## src/rtl/swdb_pkg.sv

```systemverilog
// Shared types and defaults for the switch debouncer.
package swdb_pkg;
  localparam int SWDB_CNT_W_DEFAULT    = 24;
  localparam int SWDB_DEBOUNCE_DEFAULT = 100_000;

  typedef enum logic {IDLE, SETTLING} swdb_state_e;
endpackage

```

## src/rtl/sync_2ff.sv

```systemverilog
// Two-flop synchroniser for a vector of asynchronous levels, reset to 0.
module sync_2ff #(
  parameter int WIDTH = 8
) (
  input  logic             clk,
  input  logic             rst_n,
  input  logic [WIDTH-1:0] d,
  output logic [WIDTH-1:0] q
);
  logic [WIDTH-1:0] s1;

  always_ff @(posedge clk or negedge rst_n) begin
    if (!rst_n) begin
      s1 <= '0;
      q  <= '0;
    end else begin
      s1 <= d;
      q  <= s1;
    end
  end
endmodule

```

## src/rtl/switch_debounce.sv

```systemverilog
// Whole-vector switch debouncer: sync, settle-time FSM, registered value and change pulses.
// Optional macro SWDB_EDGES_EN enables sw_rise/sw_fall/changed; otherwise they are tied to 0.
module switch_debounce
  import swdb_pkg::*;
#(
  parameter int WIDTH           = 8,
  parameter int CNT_W           = SWDB_CNT_W_DEFAULT,
  parameter int DEBOUNCE_CYCLES = SWDB_DEBOUNCE_DEFAULT
) (
  input  logic             clk,
  input  logic             rst_n,
  input  logic [WIDTH-1:0] sw_in,
  output logic [WIDTH-1:0] sw_out,
  output logic [WIDTH-1:0] sw_rise,
  output logic [WIDTH-1:0] sw_fall,
  output logic             changed,
  output logic             stable
);
  localparam logic [CNT_W-1:0] CNT_LAST = CNT_W'(DEBOUNCE_CYCLES - 1);

  logic [WIDTH-1:0] s2;
  logic [WIDTH-1:0] cand_q, cand_d;
  logic [CNT_W-1:0] cnt_q, cnt_d;
  swdb_state_e      state_q, state_d;
  logic             commit;

  sync_2ff #(.WIDTH(WIDTH)) u_sync (
    .clk  (clk),
    .rst_n(rst_n),
    .d    (sw_in),
    .q    (s2)
  );

  always_ff @(posedge clk or negedge rst_n) begin
    if (!rst_n) begin
      state_q <= IDLE;
      cand_q  <= '0;
      cnt_q   <= '0;
      sw_out  <= '0;
    end else begin
      state_q <= state_d;
      cand_q  <= cand_d;
      cnt_q   <= cnt_d;
      if (commit) sw_out <= cand_q;
    end
  end

  // Any movement of s2 away from the candidate restarts the full window.
  always_comb begin
    state_d = state_q;
    cand_d  = cand_q;
    cnt_d   = cnt_q;
    commit  = 1'b0;
    case (state_q)
      IDLE: begin
        if (s2 != sw_out) begin
          cand_d  = s2;
          cnt_d   = '0;
          state_d = SETTLING;
        end
      end
      SETTLING: begin
        if (s2 == sw_out) begin
          cnt_d   = '0;
          state_d = IDLE;
        end else if (s2 != cand_q) begin
          cand_d = s2;
          cnt_d  = '0;
        end else if (cnt_q == CNT_LAST) begin
          commit  = 1'b1;
          cnt_d   = '0;
          state_d = IDLE;
        end else begin
          cnt_d = cnt_q + 1'b1;
        end
      end
      default: state_d = IDLE;
    endcase
  end

  assign stable = (state_q == IDLE);

`ifdef SWDB_EDGES_EN
  always_ff @(posedge clk or negedge rst_n) begin
    if (!rst_n) begin
      sw_rise <= '0;
      sw_fall <= '0;
      changed <= 1'b0;
    end else begin
      sw_rise <= commit ? (cand_q & ~sw_out) : '0;
      sw_fall <= commit ? (~cand_q & sw_out) : '0;
      changed <= commit;
    end
  end
`else
  assign sw_rise = '0;
  assign sw_fall = '0;
  assign changed = 1'b0;
`endif
endmodule

```

## config.mk

```make
export PLATFORM = sky130hd
export DESIGN_NAME = switch_debounce
export DESIGN_NICKNAME = d
export VERILOG_FILES = /design/src/rtl/swdb_pkg.sv /design/src/rtl/sync_2ff.sv /design/src/rtl/switch_debounce.sv
export SDC_FILE = /design/constraint.sdc
export NUM_CORES = 1
export LEC_CHECK = 0
export ABC_AREA = 1
export CAP_MARGIN = 20
export CORE_ASPECT_RATIO = 1.25
export CORE_MARGIN = 8
export CORE_UTILIZATION = 55
export CTS_CLUSTER_DIAMETER = 50
export DETAILED_ROUTE_END_ITERATION = 16
export MAX_ROUTING_LAYER = met4
export PLACE_DENSITY = 0.81
export SYNTH_ARGS = -nofsm -noshare
export SYNTH_HDL_FRONTEND = slang
export SYNTH_HIERARCHICAL = 1
export SYNTH_SLANG_ARGS = --single-unit
export TNS_END_PERCENT = 30
```

## constraint.sdc

```tcl
create_clock -name clk -period 2.5 [get_ports clk]
set_input_delay 0.25 -clock clk [delete_from_list [all_inputs] [get_ports clk]]
set_output_delay 0.25 -clock clk [all_outputs]
set_load 0.02 [all_outputs]
```

==> metrics <==
kind of critical path reg -> reg; dominant combinational cell family by area after synthesis simple AND/OR/NAND/NOR gates; CTS tree yes; worst hold margin 0.3138 ns; total routed wirelength roughly 7400 um; starting density of the core between 50% and 60%; Max H-tree Level 3; element type at the critical path start register; die boundary height around 100 um; number of nets with antenna violations after routing 0; Unique masters post-synth 29; Row Count 31; gate count of the mapped netlist 426; outcome finished clean; relative slew slack between 60% and 70%; overall via count from detail_route approximately 2700; I/O pin count 36; placeable core region between 5000 and 6000 um^2; adder-cell share of the synthesized area 0.3858%; Die Outline Area around 8600 um^2; master cell of the clock root buffer clkbuf_8; Final Critical Period 1.977 ns; count of state elements after synthesis 57; first-pass detailed-route iteration total 4; number of nets in the finished design between 400 and 500; number of buffers on the longest clock path 2; total of endpoints with negative setup slack in the final report 0; per-cell routed wire length 14.09 um; fin crit share between 70% and 80%; area growth from synthesis to final layout 12.15%; leakage dissipation 1.811 nW; DPL Wire Length roughly 5500 um; actual slew at the worst max-slew pin between 0.5 and 0.6 ns; via count of the first global-routing pass 2779; global-route usage over all layers slightly below 20%; count of antenna diodes in the layout 0; share of final-layout standard cells stronger than drive strength 1 approximately a tenth; CP required 2.72 ns; number of DRC markers in iteration 0 approximately 150; post-synthesis compound-gate area fraction under 10%; RSZ-0062 raised after global routing no; number of warnings reported in the yosys synthesis log 6; Post-Route Setup TNS 0 ns; DRC violation count after routing 0; mean instance size in the synthesized netlist between 7 and 8 um^2; total power density per cell area approximately 560 nW/um^2; max-slew violation total from the final report 0; category of the worst setup path capture point register; x dimension of the die about 85 um; global route total overflow 0; number of resized instances in the post-cts repair step 0; count of non-filler cells in the finished layout ~520; worst hold path class in -> async; WP data arrival roughly 2.2 ns; largest net degree at the start of global routing 25; Peak VDD IR 304.4 uV; Achievable Freq just over 500 MHz; share of the yosys chip area belonging to registers 43.98%; count of max-cap constraint violations 0; Inst Count DP between 500 and 600; combined area of all synthesized cells between 3000 and 4000 um^2; vias per std cell about 5.2; Inserted Clock Buffers 9; wire length of the first global-routing pass about 13000 um; worst skew pair latency ~0.35 ns; final hold violations 0; multiplexer share of the synthesized area 0%; input/output buffers 18; clock sink count 57; weighted congestion reported at the end of routability-driven placement about 0.96; initial antenna violation count 0; share of synthesized cell area in and, or, nand and nor gates 34.49%; xor/xnor share of the synthesized area around 5.4%; highest net fanout along the worst path 12; clock skew after layout 0.006798 ns; clock slew at the register clock pins of the worst setup and hold paths about 0.070 ns
-- cell type report --
class / count / area (um^2)
clock buffers: 10 / 127.6
clock inverters: 6 / 82.58
fillers: 494 / 2103
inverters: 50 / 190.2
multi-input cells: 312 / 1513
flip-flops and latches: 57 / 1426
well taps: 66 / 82.58
repair buffers: 23 / 215.2
-- placed cells by master, fill, tap and decap left out, drive strengths merged, types with 10 or more instances in the layout --
| cell | instances |
|---|---|
| clkbuf | 10 |
| conb | 17 |
| dfrtp | 57 |
| o21ai | 20 |
| clkdlybuf4s50 | 17 |
| nand4 | 14 |
| nor2 | 38 |
| xor2 | 18 |
| nand3 | 32 |
| inv | 49 |
| nand2 | 153 |
-- synth_stat cells --
cell type  count  area (um^2)
buf_2          1        5.000
o21ai_2       10        87.58
inv_2          3        11.26
nand4_1       14        87.58
nand3b_1       4        30.03
o21ai_0        7        35.03
nand3_4        1        17.52
inv_1         45        168.9
xnor2_1        2        17.52
o21ai_1        3        15.01
nor2_4         4        45.04
xor2_1        18        157.7
clkinv_1       1        3.750
dfrtp_1       57         1426
nor3_1         9        45.04
nor2_1        30        112.6
or2_0          1        6.260
buf_6          1        11.26
nand3_1       31        155.2
nand2_2        3        18.77
ha_1           1        12.51
buf_4         21        157.7
nand2_1      150        563.0
and3_1         1        6.260
conb_1         1        3.750
inv_4          1        6.260
nor4_1         1        6.260
nor2_2         4        25.02
a21oi_1        1        5.000
-- critical path, stage by stage (launching register included) --
cell,delay (ns)
dfrtp_1,0.41
ha_1,0.25
nand2_1,0.10
nor2_2,0.18
inv_1,0.07
nor2_1,0.09
nand2_1,0.06
nor2_1,0.15
inv_1,0.11
nand2_2,0.29
o21ai_0,0.13
-- sequential cells by signal, indices dropped and copies added (netlist names) --
signal,cells
u_sync/s1,8
cand_q,8
u_sync/q,8
sw_out,8
cnt_q,24
state_q,1
-- layer usage --
layer	wire length, um	global-route usage, %	share of wire [%]
met5	0	-	0
met4	335	13.19	4.5
met3	303	5.632	4.1
met2	3830	33.33	52
met1	2913	18.89	39
-- report_power, final --
part,switching [mW],internal (mW),total (mW)
combinational,0.0828,0.0372,0.120
clock,0.385,0.555,0.941
sequential,0.0194,0.943,0.963
-- final timing paths --
kind | from | to | slack, ns | depth (start not counted)
worst max-delay path | cnt_q[0] | cnt_q[10] | 0.52 | 10
worst min-delay path | rst_n | cand_q[3] | 0.31 | 2
worst max register to register | cnt_q[0] | cnt_q[10] | 0.52 | 10
worst min register to register | u_sync/s1[5] | u_sync/q[5] | 0.35 | 0
max in group asynchronous | rst_n | cnt_q[18] | 1.57 | 3
min in group clk | sw_in[0] | u_sync/s1[0] | 0.33 | 1
-- through the flow --
stage          utilization, %  area (um^2)  worst slack (ns)  total power [mW]
5_1_grt                 63.36         3637            0.3124             2.104
3_3_place_gp            59.52         3417            0.6753             1.092
4_1_cts                 63.36         3637            0.5486             2.046
6_report                63.36         3637            0.5227             2.023
3_5_place_dp            59.52         3417            0.5779             1.097
2_1_floorplan               -         3303            0.8810             1.067
-- repair_timing --
item / in CTS / in global routing
endpoints found under the hold margin: 12 / 0
buffers inserted: 0 / 0
hold buffers: 1 / 0
-- cells by family after synthesis --
group	count (synthesis)
other	1
AND/OR/NAND/NOR	253
flip-flops	57
AO/OA/AOI/OAI	21
buffers and inverters	73
adder cells (fa/ha/maj)	1
XOR/XNOR	20
No activity file was read; power rests on OpenSTA's default activity.
